### src/rtl/ram_access_arbiter.sv
// ram_access_arbiter
// Shares one single-port data RAM between an instruction-fetch requester
// (port 0, read-only) and a load/store requester (port 1, read or write).
// Each accepted request holds the RAM controls for WAIT_CYCLES cycles, then
// produces a one-cycle response pulse on the owning port. Port 1 normally has
// priority; after MAX_STARVE consecutive port-1 grants made while fetch was
// waiting, fetch is granted once.
//
// Ports:
//   clk, rst_n                 clock, synchronous active-low reset
//   req0_valid/addr/ready      fetch request handshake
//   rsp0_valid/data            fetch response pulse and held read data
//   req1_valid/we/addr/wdata/ready  load/store request handshake
//   rsp1_valid/data            load/store response (read data or write echo)
//   ram_address/read_en/write_en/data_in  registered RAM controls
//   ram_out                    RAM read data
//   busy                       high while an access is in flight
module ram_access_arbiter #(
    parameter int ADDR_W      = 64,
    parameter int DATA_W      = 64,
    parameter int WAIT_CYCLES = 1,
    parameter int MAX_STARVE  = 4
) (
    input  logic              clk,
    input  logic              rst_n,
    input  logic              req0_valid,
    input  logic [ADDR_W-1:0] req0_addr,
    output logic              req0_ready,
    output logic              rsp0_valid,
    output logic [DATA_W-1:0] rsp0_data,
    input  logic              req1_valid,
    input  logic              req1_we,
    input  logic [ADDR_W-1:0] req1_addr,
    input  logic [DATA_W-1:0] req1_wdata,
    output logic              req1_ready,
    output logic              rsp1_valid,
    output logic [DATA_W-1:0] rsp1_data,
    output logic [ADDR_W-1:0] ram_address,
    output logic              ram_read_en,
    output logic              ram_write_en,
    output logic [DATA_W-1:0] ram_data_in,
    input  logic [DATA_W-1:0] ram_out,
    output logic              busy
);

    typedef enum logic [1:0] {ST_IDLE, ST_ACCESS, ST_RESP} state_t;

    localparam logic [3:0] WAIT_INIT    = 4'(WAIT_CYCLES - 1);
    localparam logic [3:0] STARVE_LIMIT = 4'(MAX_STARVE);

    state_t            state_reg, state_next;
    logic [3:0]        wait_reg, wait_next;
    logic [3:0]        starve_reg, starve_next;
    logic              port_reg;
    logic              we_reg;
    logic [DATA_W-1:0] wdata_reg;

    // The latched request address lives directly in ram_address_reg.
    logic [ADDR_W-1:0] ram_address_reg, ram_address_next;
    logic              ram_read_en_reg, ram_read_en_next;
    logic              ram_write_en_reg, ram_write_en_next;
    logic [DATA_W-1:0] ram_data_in_reg, ram_data_in_next;

    logic              rsp_valid_reg [2];
    logic [DATA_W-1:0] rsp_data_reg  [2];

    logic grant0, grant1, hs0, hs1, hs, capture;

    assign hs      = hs0 | hs1;
    assign capture = (state_reg == ST_ACCESS) && (wait_reg == 4'd0);

    // State register
    always_ff @(posedge clk) begin
        if (!rst_n) begin
            state_reg <= ST_IDLE;
        end else begin
            state_reg <= state_next;
        end
    end

    // Next-state logic, including the wait and starvation counters
    always_comb begin
        state_next  = state_reg;
        wait_next   = wait_reg;
        starve_next = starve_reg;
        case (state_reg)
            ST_IDLE: begin
                if (hs) begin
                    state_next = ST_ACCESS;
                    wait_next  = WAIT_INIT;
                    if (hs0) begin
                        starve_next = 4'd0;
                    end else if (req0_valid && starve_reg != 4'd15) begin
                        starve_next = starve_reg + 4'd1;
                    end
                end
            end
            ST_ACCESS: begin
                if (wait_reg == 4'd0) begin
                    state_next = ST_RESP;
                end else begin
                    wait_next = wait_reg - 4'd1;
                end
            end
            ST_RESP: state_next = ST_IDLE;
            default: state_next = ST_IDLE;
        endcase
    end

    // Output logic: grant, handshakes and next values of the RAM controls
    always_comb begin
        grant1     = req1_valid && !((starve_reg >= STARVE_LIMIT) && req0_valid);
        grant0     = req0_valid && !grant1;
        // Ready is masked during reset so no request looks accepted then.
        req0_ready = rst_n && (state_reg == ST_IDLE) && grant0;
        req1_ready = rst_n && (state_reg == ST_IDLE) && grant1;
        hs0        = req0_valid && req0_ready;
        hs1        = req1_valid && req1_ready;

        ram_address_next  = '0;
        ram_read_en_next  = 1'b0;
        ram_write_en_next = 1'b0;
        ram_data_in_next  = '0;
        if (hs) begin
            ram_address_next  = hs1 ? req1_addr : req0_addr;
            ram_read_en_next  = hs0 || !req1_we;
            ram_write_en_next = hs1 && req1_we;
            ram_data_in_next  = (hs1 && req1_we) ? req1_wdata : '0;
        end else if (state_reg == ST_ACCESS && wait_reg != 4'd0) begin
            // Hold controls until the final access cycle; they clear on the
            // edge that captures the response.
            ram_address_next  = ram_address_reg;
            ram_read_en_next  = ram_read_en_reg;
            ram_write_en_next = ram_write_en_reg;
            ram_data_in_next  = ram_data_in_reg;
        end
    end

    // Datapath registers
    always_ff @(posedge clk) begin
        if (!rst_n) begin
            wait_reg         <= 4'd0;
            starve_reg       <= 4'd0;
            port_reg         <= 1'b0;
            we_reg           <= 1'b0;
            wdata_reg        <= '0;
            ram_address_reg  <= '0;
            ram_read_en_reg  <= 1'b0;
            ram_write_en_reg <= 1'b0;
            ram_data_in_reg  <= '0;
        end else begin
            wait_reg         <= wait_next;
            starve_reg       <= starve_next;
            ram_address_reg  <= ram_address_next;
            ram_read_en_reg  <= ram_read_en_next;
            ram_write_en_reg <= ram_write_en_next;
            ram_data_in_reg  <= ram_data_in_next;
            if (hs) begin
                port_reg  <= hs1;
                we_reg    <= hs1 && req1_we;
                wdata_reg <= req1_wdata;
            end
        end
    end

    // Per-port response registers; data holds until that port's next response
    for (genvar gi = 0; gi < 2; gi++) begin : g_rsp
        localparam bit PORT_ID = (gi == 1);
        always_ff @(posedge clk) begin
            if (!rst_n) begin
                rsp_valid_reg[gi] <= 1'b0;
                rsp_data_reg[gi]  <= '0;
            end else begin
                rsp_valid_reg[gi] <= capture && (port_reg == PORT_ID);
                if (capture && (port_reg == PORT_ID)) begin
                    // Writes echo the stored data instead of reading it back.
                    rsp_data_reg[gi] <= we_reg ? wdata_reg : ram_out;
                end
            end
        end
    end

    assign rsp0_valid   = rsp_valid_reg[0];
    assign rsp0_data    = rsp_data_reg[0];
    assign rsp1_valid   = rsp_valid_reg[1];
    assign rsp1_data    = rsp_data_reg[1];
    assign ram_address  = ram_address_reg;
    assign ram_read_en  = ram_read_en_reg;
    assign ram_write_en = ram_write_en_reg;
    assign ram_data_in  = ram_data_in_reg;
    assign busy         = (state_reg != ST_IDLE);

endmodule

### config.mk
export PLATFORM = sky130hd
export DESIGN_NAME = ram_access_arbiter
export DESIGN_NICKNAME = d
export VERILOG_FILES = /design/src/rtl/ram_access_arbiter.sv
export SDC_FILE = /design/constraint.sdc
export NUM_CORES = 1
export LEC_CHECK = 0
export CORE_AREA = 2 2 206 208
export CTS_CLUSTER_SIZE = 28
export DETAILED_ROUTE_END_ITERATION = 8
export DIE_AREA = 0 0 208 210
export DONT_BUFFER_PORTS = 1
export GPL_TIMING_DRIVEN = 0
export HOLD_SLACK_MARGIN = 0.1
export PLACE_DENSITY_LB_ADDON = 0.08
export SYNTH_ARGS = -nofsm -noshare
export SYNTH_HDL_FRONTEND = slang
export SYNTH_SLANG_ARGS = --single-unit
### constraint.sdc
create_clock -name clk -period 7.8 [get_ports clk]
set_clock_uncertainty 0.05 [all_clocks]
set_input_delay 0.39 -clock clk [delete_from_list [all_inputs] [get_ports clk]]
set_output_delay 0.39 -clock clk [all_outputs]
set_load 0.03 [all_outputs]
==> results of run 1 <==
## area by class of cell
cell class | count | area [sq um] | share of cell area, %
inverters | 5 | 18.8 | 0.109
plain buffers | 81 | 465 | 2.69
clock buffers | 59 | 1190 | 6.87
multi-input cells | 700 | 4030 | 23.3
flip-flops and latches | 336 | 8010 | 46.3
well taps | 539 | 674 | 3.90
clock inverters | 16 | 189 | 1.09
diodes | 3 | 7.51 | 0.0434
repair buffers | 263 | 2700 | 15.6
## path summary, 6_finish.rpt
check	startpoint	endpoint	slack (ps)
setup / recovery	wait_reg[0]	ram_address[42]	5090
hold / removal	req0_valid	starve_reg[1]	160
setup reg to reg	wait_reg[0]	ram_address[42]	5090
hold reg to reg	wdata_reg[26]	wdata_reg[26]	410
## metal layers
metal / part of all wire [%] / vias to the layer above
met1: 39 / 4670
met3: 6.5 / 96
met4: 3.6 / 0
met5: 0 / -
met2: 51 / 398
li1: - / 4536
## stage by stage
| stage | utilization (%) | hold slack [ps] | TNS (ps) | area (sq um) |
|---|---|---|---|---|
| after floorplan | - | 385 | 0 | 12500 |
| after global placement | 31.8 | 403 | -171440 | 13200 |
| after detailed placement | 32.1 | 411 | 0 | 13300 |
| after CTS | 41.6 | 132 | 0 | 17300 |
| after global routing | 41.6 | 168 | 0 | 17300 |
| final | 41.7 | 157 | 0 | 17300 |
## worst min-delay path, stage by stage
cell and delay (ps):
and2_1 160, nand4_1 90, a21boi_0 70
## what timing repair did
action	in CTS	in global routing
hold endpoints to repair	321	0
hold buffers	259	0
buffers inserted	0	0
## report_power, final
group	leakage, uW	total (uW)	switching (uW)	internal, uW
clock	0.000674	1960	770	1190
combinational	0.00312	366	187	179
sequential	0.00304	2150	221	1930
## synthesized netlist by cell type (2+ instances only)
library cell	n	share of area, %
a21boi_0	57	3.4
a21boi_1	10	0.60
a21oi_1	3	0.12
a22o_1	64	4.5
a22oi_1	64	3.8
a31o_2	2	0.14
and3_1	2	0.10
buf_2	42	1.7
buf_4	7	0.42
buf_6	11	0.99
clkbuf_1	20	0.60
dfxtp_1	208	33
edfxtp_1	128	31
ha_1	2	0.20
inv_1	5	0.15
mux2i_1	64	5.1
nand2_1	263	7.9
nand2b_1	3	0.15
nand3_1	2	0.080
nand4b_1	2	0.14
nor2_1	131	3.9
nor2b_1	3	0.15
nor3_1	4	0.16
o21a_1	4	0.24
o21ai_0	2	0.080
o21ai_1	2	0.080
## cell families after synthesis
kind of cell,share of synthesized area [%]
simple gates,13.4
buf+inv,3.87
mux,5.12
flops,64.0
compound gates,13.4
fa+ha+maj,0.200
## cells in the final DEF, fill, tap and decap left out, types with 3 or more instances in the layout
cell type / n
nor2_1: 131
a21boi_0: 57
clkbuf_8: 5
mux2i_1: 64
dlygate4sd3_1: 259
a22oi_1: 64
dfxtp_1: 208
bufinv_16: 4
a21oi_1: 3
buf_16: 3
inv_1: 5
buf_6: 11
diode_2: 3
edfxtp_1: 128
clkbuf_16: 43
clkinv_2: 7
buf_2: 42
nor2b_1: 3
a22o_1: 64
a21boi_1: 10
nand2_1: 262
buf_4: 7
o21a_1: 4
clkbuf_1: 31
nor3_1: 4
nand2b_1: 3
==> impl_results.md, run 1 <==
* Post-synth top flop: dfxtp_1
* Initial antenna violation count at 2
* CP required at ~8300 ps
* Post-Synthesis Cell Area at 12500 sq um
* CP peak stage delay at 540 ps
* Place WS at between 4000 and 5000 ps
* Met1 Resource Use GR at 22.8%
* Asr flop ratio synth at 0%
* ANT nets after route at 0
* Total leakage power at 0.00683 uW
* Chip width at 208 um
* Synth warnings at 0
* Crit-path max FO at 10
* Worst-path cell chain: inv_1, ha_1, nor3b_4, nor3b_1, buf_2, buf_2, a22oi_1, nand2_1, dlygate4sd3_1
* Skew-Pair Late Insertion Delay at 560 ps
* Worst Reg2Reg Path Length in Cells at 9
* Non-Filler Instances at 2002
* Final worst path period need at 2710 ps
* Share of cells above drive strength 1 at 9.32%
* Hold depth at 3
* Die ar. at approximately 44000 sq um
* Total gr overflow at 0
* Placed Cells at 1665
* Crit-path slowest cell: dlygate4sd3_1
* RSZ-0062 raised after global routing: no
* Gpl congestion at slightly below 0.8
* Drt pass-1 iters at 6
* Vias in the first global route at 10200
* Critical path type: reg2reg
* Clk pin slew, worst setup/hold paths at around 60 ps
* Slew headroom at between 40% and 50%
* HPWL Detailed at 32300 um
* Register area share after synthesis at 64.0%
* CP startpoint kind: flip-flop
* Largest register FFs at 128
* Final hold vios at 0
* Die H at ~210 um
* Met2 Use GR at 36.1%
* CP Capture Type: flip-flop
* EDFF count, synth at 128
* Max-cap violations at 0
* Fillcell total at 4038
* Status: complete, no violations
* Clk sinks at 336
* Global-route wire length before repair at 66700 um
* Pwr Density at 259 nW/um^2
* Count of input and output buffers at 0
* Io pins at 524
* Vias at 9700
* CP bufs+invs at 4
* H-tree lvl count at 2
* Worst path depth at 9
* Largest net degree at the start of global routing at 40
* Wirelength, routed at 45500 um
* Setup ws final at 5090 ps
* WL per Instance at approximately 23 um
* Num CTS Buffers at 41
* Post-DR vias/cell at about 4.8
* Yosys cell types at 43
* CP arrival at 3160 ps
* Avg Cell Area, Syn at 11.1 sq um
* Root Driver: clkbuf_16
* Setup Viol. Count Final at 0
* Total power draw at 4480 uW
* Overall Global Routing Usage at 20.2%
* FF+latch count, synth at 336
* Post-CTS sizing at 0
* Slew @ Worst Pin at between 800 and 900 ps
* Max IR drop VDD at ~0.12 mV
* Largest delay contributor family on the critical path: buffers and inverters
* CTS tree: yes
* Final period util at 34.7%
* Starting Density at 30.2%
* Cells after Synth at 1122
* DRT iter0 DRCs at 452
* Post-Syn Nets at 1385
* Fmax at 369 MHz
* DRC at 0
* GRT Max-Usage Layer: met2
* Most frequent CP cell: buf_2
* Slew Viols, Final at 0
* Worst Hold Class: in2reg
* Met3 usage in global routing at 5.72%
* Cell Rows at 75
* Clk buf depth at 3
* Area delta synth->final at 38.1%
* Core footprint at 41500 sq um
* NumNets Final at around 1700
(Power assumes the default switching activity.)
==> inputs of run 2 (changes only) <==
==> constraint.sdc (replaced) <==
create_clock -name clk -period 2.7 [get_ports clk]
set_clock_uncertainty 0.05 [all_clocks]
set_input_delay 0.135 -clock clk [delete_from_list [all_inputs] [get_ports clk]]
set_output_delay 0.135 -clock clk [all_outputs]
set_load 0.03 [all_outputs]
==> run 2 against run 1 <==
Net effect:
- cell count down 0.15%
- worst setup slack worse by 4900 ps
- fmax up 7.6%
- clock power rose to 2.7 times the previous value
- utilization down 0.15 points
- global-route usage up 0.44 points
- routed wire length up 1.2%
- total power rose to 2.8 times the previous value
==> impl_results.md, run 2 (synthesized netlist as in run 1, its figures left out) <==
* Largest register FFs at 128 (unchanged)
* NumNets Final at 1693 (was 1691)
* H-tree lvl count at 2 (unchanged)
* CP Capture Type: flip-flop (unchanged)
* Starting Density at 30.2% (unchanged)
* Final worst path period need at 2520 ps (was 2710 ps)
* Global-route wire length before repair at 67900 um (was 66700 um)
* CP arrival at 2910 ps (was 3160 ps)
* Final period util at 93.2% (was 34.7%)
* Chip width at 208 um (unchanged)
* Slew @ Worst Pin at 885 ps (was 860 ps)
* CP Launch Point: wait_reg[0] (unchanged)
* RSZ-0062 raised after global routing: no (unchanged)
* Final hold vios at 0 (unchanged)
* RR Startpoint: wait_reg[0] (unchanged)
* DRT iter0 DRCs at 394 (was 452)
* Fin util at 41.5% (was 41.7%)
* Max IR drop VDD at 0.373 mV (was 0.124 mV)
* Pwr Density at 734 nW/um^2 (was 259 nW/um^2)
* WL per Instance at 23.1 um (was 22.7 um)
* Highest Signal Layer: met4 (unchanged)
* Status: complete, no violations (unchanged)
* Critical path type: reg2reg (unchanged)
* Max-cap violations at 0 (unchanged)
* Worst Reg2Reg Path Length in Cells at 9 (unchanged)
* RR Endpoint: ram_address[62] (was ram_address[42])
* Placed Cells at 1665 (unchanged)
* Initial antenna violation count at 0 (was 2)
* Skew-Pair Late Insertion Delay at 550 ps (was 560 ps)
* CP startpoint kind: flip-flop (unchanged)
* Fillcell total at 4048 (was 4038)
* Non-Filler Instances at 1999 (was 2002)
* Share of cells above drive strength 1 at 8.97% (was 9.32%)
* Clk buf depth at 3 (unchanged)
* Slew headroom at 41.0% (was 42.7%)
* CTS tree: yes (unchanged)
* Slew Viols, Final at 0 (unchanged)
* Fmax at 397 MHz (was 369 MHz)
* Overall Global Routing Usage at 20.7% (was 20.2%)
* Vias in the first global route at 10400 (was 10200)
* Drt pass-1 iters at 5 (was 6)
* Total power draw at 12600 uW (was 4480 uW)
* Clk sinks at 336 (unchanged)
* Root Driver: clkbuf_16 (unchanged)
* Area delta synth->final at 37.7% (was 38.1%)
* HP Start: req0_valid (unchanged)
* Die H at 210 um (unchanged)
* CP required at 3090 ps (was 8250 ps)
* Commonest non-fill, non-tap cells in the layout: 262 x nand2_1, 261 x dlygate4sd3_1, 208 x dfxtp_1, 131 x nor2_1, 128 x edfxtp_1 (was 262 x nand2_1, 259 x dlygate4sd3_1, 208 x dfxtp_1, 131 x nor2_1, 128 x edfxtp_1)
* Setup ws final at 183 ps (was 5090 ps)
* Gpl congestion at 0.778 (was 0.788)
* Post-DR vias/cell at 4.86 (was 4.85)
* Setup Viol. Count Final at 0 (unchanged)
* Crit-path max FO at 10 (unchanged)
* Core footprint at 41500 sq um (unchanged)
* ANT nets after route at 0 (unchanged)
* Setup TNS at 0 ps (unchanged)
* R2R setup slack at 180 ps (was 5090 ps)
* N_diodes at 0 (was 3)
* Cell Rows at 75 (unchanged)
* Clk pin slew, worst setup/hold paths at 60 ps (about the same)
* Met3 routed WL at 3130 um (was 2980 um)
* Place WS at -17.3 ps (was 4830 ps)
* Die ar. at 43700 sq um (unchanged)
* Total gr overflow at 0 (unchanged)
* Wirelength, routed at 46100 um (was 45500 um)
* Io pins at 524 (unchanged)
* Hold EP: wdata_reg[3] (was starve_reg[1])
* Total leakage power at 0.00674 uW (was 0.00683 uW)
* Wl on met1 at 17900 um (was 17700 um)
* Leading cell type in the layout, fill and taps excluded: nand2_1 (unchanged)
* Num CTS Buffers at 40 (was 41)
* Count of input and output buffers at 0 (unchanged)
* Vias at 9720 (was 9700)
* Largest net degree at the start of global routing at 42 (was 40)
* Worst Hold Class: in2reg (unchanged)
* HPWL Detailed at 32400 um (was 32300 um)
* Wire length on met2 at 23400 um (was 23200 um)
* Hold depth at 4 (was 3)
* DRC at 0 (unchanged)
==> run 2: how the worst max path moves through the flow <==
stage / depth (start not counted) / end
final: 9 / ram_address[62]
after global routing: 9 / ram_address[62]
after global placement: 4 / rsp_data_reg[1][42]
after CTS: 9 / ram_address[52]
after floorplan: 5 / rsp_data_reg[0][0]
after detailed placement: 5 / rsp_data_reg[1][42]
==> run 2: timing repair <==
item / CTS / global route
resized for setup: 0 / 6
endpoints found under the hold margin: 327 / 0
hold buffers: 261 / 0
endpoints found under the setup margin: 0 / 38
setup buffers: 0 / 1
==> run 2: power by group <==
part | switching [uW] | internal (uW)
logic | 551 | 508
clock network | 2180 | 3190
registers | 637 | 5570
total | 3370 | 9270
==> run 2: worst max-delay path: stages (launching register included) <==
cell and delay [ps]:
dfxtp_1 320, inv_1 80, ha_1 200, nor3b_4 360, nor3b_2 110, buf_6 190
buf_2 210, a22oi_1 230, nand2_1 100, dlygate4sd3_1 560
==> run 2: cell type report <==
type                            instances  area [sq um]  area share [%]
Multi-Input combinational cell        700          4040            23.5
Buffer                                 81           474            2.75
Timing Repair Buffer                  266          2710            15.7
Sequential cell                       336          8010            46.5
Clock inverter                         14           133           0.770
Inverter                                5          18.8           0.109
Clock buffer                           58          1160            6.75
Tap cell                              539           674            3.92
==> run 2: through the flow <==
| step | hold WS [ps] | area [sq um] |
|---|---|---|
| final | 130 | 17200 |
| after global routing | 149 | 17200 |
| after CTS | 115 | 17200 |
| after detailed placement | 190 | 13300 |
| after global placement | 187 | 13200 |
| after floorplan | 184 | 12500 |
==> run 2: per-layer routing <==
metal / vias to the layer above / GRT usage, %
li1: 4531 / -
met1: 4675 / 23.5
met2: 426 / 36.7
met3: 88 / 5.81
met4: 0 / 8.02
met5: - / 0
==> inputs of run 3 (changes only) <==
--- a/config.mk
+++ b/config.mk
@@ -5,14 +5,15 @@
 export SDC_FILE = /design/constraint.sdc
 export NUM_CORES = 1
 export LEC_CHECK = 0
-export CORE_AREA = 2 2 206 208
+export CORE_AREA = 2 2 204 206
 export CTS_CLUSTER_SIZE = 28
 export DETAILED_ROUTE_END_ITERATION = 8
-export DIE_AREA = 0 0 208 210
+export DIE_AREA = 0 0 206 208
 export DONT_BUFFER_PORTS = 1
 export GPL_TIMING_DRIVEN = 0
 export HOLD_SLACK_MARGIN = 0.1
 export PLACE_DENSITY_LB_ADDON = 0.08
+export SETUP_SLACK_MARGIN = 0.1
 export SYNTH_ARGS = -nofsm -noshare
 export SYNTH_HDL_FRONTEND = slang
 export SYNTH_SLANG_ARGS = --single-unit
==> run 3 against run 2 <==
Net effect:
- die area fell by 1.9%
- cell count shrank 0.20%
- global-route usage shrank 0.052 points
- clock power shrank 1%
- critical endpoint is now rsp_data_reg[1][21]
- largest power group unchanged
==> impl_results.md, run 3 (synthesized netlist as in run 1, its figures left out) <==
* Status: complete, no violations (unchanged)
* Core footprint at 40600 sq um (was 41500 sq um)
* Placement Cell Area at 13300 sq um (about the same)
* Die ar. at 42800 sq um (was 43700 sq um)
* Area delta synth->final at 37.8% (was 37.7%)
* Chip width at 206 um (was 208 um)
* Worst Hold Class: in2reg (unchanged)
* Largest register FFs at 128 (unchanged)
* Slew Viols, Final at 0 (unchanged)
* Cell Rows at 74 (was 75)
* Overall Global Routing Usage at 20.6% (was 20.7%)
* Crit-path max FO at 47 (was 10)
* Global-route wire length before repair at 65700 um (was 67900 um)
* Fin util at 42.5% (was 41.5%)
* Drt pass-1 iters at 6 (was 5)
* Max-cap violations at 0 (unchanged)
* Die H at 208 um (was 210 um)
* Max IR drop VDD at 0.378 mV (was 0.373 mV)
* ANT nets after route at 0 (unchanged)
* Worst Reg2Reg Path Length in Cells at 6 (was 9)
* Hold EP: wdata_reg[0] (was wdata_reg[3])
* RSZ-0062 raised after global routing: no (unchanged)
* Place WS at -51.0 ps (was -17.3 ps)
* Placed Cells at 1658 (was 1665)
* Fillcell total at 3845 (was 4048)
* CP startpoint kind: flip-flop (unchanged)
* Final hold vios at 0 (unchanged)
* NumNets Final at 1694 (was 1693)
* Fmax at 449 MHz (was 397 MHz)
* CP Capture Type: flip-flop (unchanged)
* Clk sinks at 336 (unchanged)
* CP arrival at 2390 ps (was 2910 ps)
* Hold depth at 4 (unchanged)
* Slew @ Worst Pin at 884 ps (was 885 ps)
* Largest net degree at the start of global routing at 48 (was 42)
* Final period util at 82.5% (was 93.2%)
* RR Startpoint: wait_reg[0] (unchanged)
* Final Cell Area at 17200 sq um (about the same)
* Commonest non-fill, non-tap cells in the layout: 262 x nand2_1, 262 x dlygate4sd3_1, 208 x dfxtp_1, 131 x nor2_1, 128 x edfxtp_1 (was 262 x nand2_1, 261 x dlygate4sd3_1, 208 x dfxtp_1, 131 x nor2_1, 128 x edfxtp_1)
* Starting Density at 30.8% (was 30.2%)
* RR Endpoint: rsp_data_reg[1][21] (was ram_address[62])
* DRC at 0 (unchanged)
* CTS tree: yes (unchanged)
* Skew-Pair Late Insertion Delay at 550 ps (about the same)
* Setup ws final at 474 ps (was 183 ps)
* R2R setup slack at 470 ps (was 180 ps)
* Wirelength, routed at 45400 um (was 46100 um)
* Total gr overflow at 0 (unchanged)
* Pwr Density at 730 nW/um^2 (was 734 nW/um^2)
* Non-Filler Instances at 1995 (was 1999)
* Initial antenna violation count at 3 (was 0)
* Setup Viol. Count Final at 0 (unchanged)
* Total power draw at 12600 uW (about the same)
* Clk buf depth at 3 (unchanged)
* WL per Instance at 22.8 um (was 23.1 um)
* HPWL Detailed at 32300 um (was 32400 um)
* Slew headroom at 41.0% (about the same)
* HP Start: req0_valid (unchanged)
* Share of cells above drive strength 1 at 8.64% (was 8.97%)
* Critical path type: reg2reg (unchanged)
* Vias in the first global route at 10200 (was 10400)
* Post-CTS sizing at 0 (unchanged)
* Count of input and output buffers at 0 (unchanged)
* Num CTS Buffers at 39 (was 40)
* Gpl congestion at 0.779 (was 0.778)
* Vias at 9650 (was 9720)
* Io pins at 524 (unchanged)
* CP required at 2860 ps (was 3090 ps)
* Post-DR vias/cell at 4.84 (was 4.86)
* Total leakage power at 0.00667 uW (was 0.00674 uW)
* H-tree lvl count at 2 (unchanged)
* Root Driver: clkbuf_16 (unchanged)
* DRT iter0 DRCs at 447 (was 394)
* Clk pin slew, worst setup/hold paths at 60 ps (about the same)
* Final worst path period need at 2230 ps (was 2520 ps)
run 3: cell types whose count changed in the layout (fill, tap and decap cells not counted), sizes merged:
cell	previous run	this run
dlygate4sd3	261	262
clkbuf	78	82
buf	66	67
clkinv	10	3
bufinv	2	3
diode	0	4
clkinvlp	1	0
run 3: power breakdown:
part / switching (uW) / leakage, uW / internal, uW
sequential: 639 / 0.00304 / 5570
clock: 2080 / 0.000618 / 3230
combinational: 553 / 0.00302 / 509
run 3: cell type report:
class / instances / area (sq um) / area share (%)
Clock inverter: 7 / 110 / 0.639
Tap cell: 532 / 666 / 3.86
Timing Repair Buffer: 268 / 2760 / 16.0
Buffer: 81 / 465 / 2.70
Clock buffer: 62 / 1160 / 6.76
Sequential cell: 336 / 8010 / 46.5
Antenna cell: 4 / 10.0 / 0.0581
Multi-Input combinational cell: 700 / 4030 / 23.4
Inverter: 5 / 18.8 / 0.109
run 3: through the flow:
stage / hold WS (ps) / setup TNS (ps)
floorplan: 184 / 0
global placement: 186 / -110790
detailed placement: 189 / -885
CTS: 133 / 0
global route: 175 / 0
finish: 156 / 0
run 3: routing by layer:
layer,vias to the layer above,wire length (um),track usage (%),part of all wire (%)
li1,4537,-,-,-
met1,4629,17600,23.0,39
met2,404,23200,37.2,51
met3,80,3180,5.75,7.0
met4,0,1400,7.12,3.1
met5,-,0,0,0
run 3: what timing repair did:
item / CTS / global route
buffers inserted: 0 / 2
setup endpoints to repair: 0 / 18
hold buffers: 262 / 0
hold endpoints to repair: 327 / 0
run 3: critical path: stages (launching register included):
cell and delay [ps]:
dfxtp_1 320, inv_1 70, ha_1 200, nor3b_4 350, nand3_1 170, nand2_4 330, buf_16 290
run 3: worst max path at each step:
stage,endpoint,start,depth (start not counted)
after floorplan,rsp_data_reg[0][0],wait_reg[0],5
after global placement,rsp_data_reg[0][46],wait_reg[0],5
after detailed placement,rsp_data_reg[0][52],rst_n,6
after CTS,rsp_data_reg[0][54],wait_reg[0],7
after global routing,ram_address[50],wait_reg[0],8
final,rsp_data_reg[1][21],wait_reg[0],6
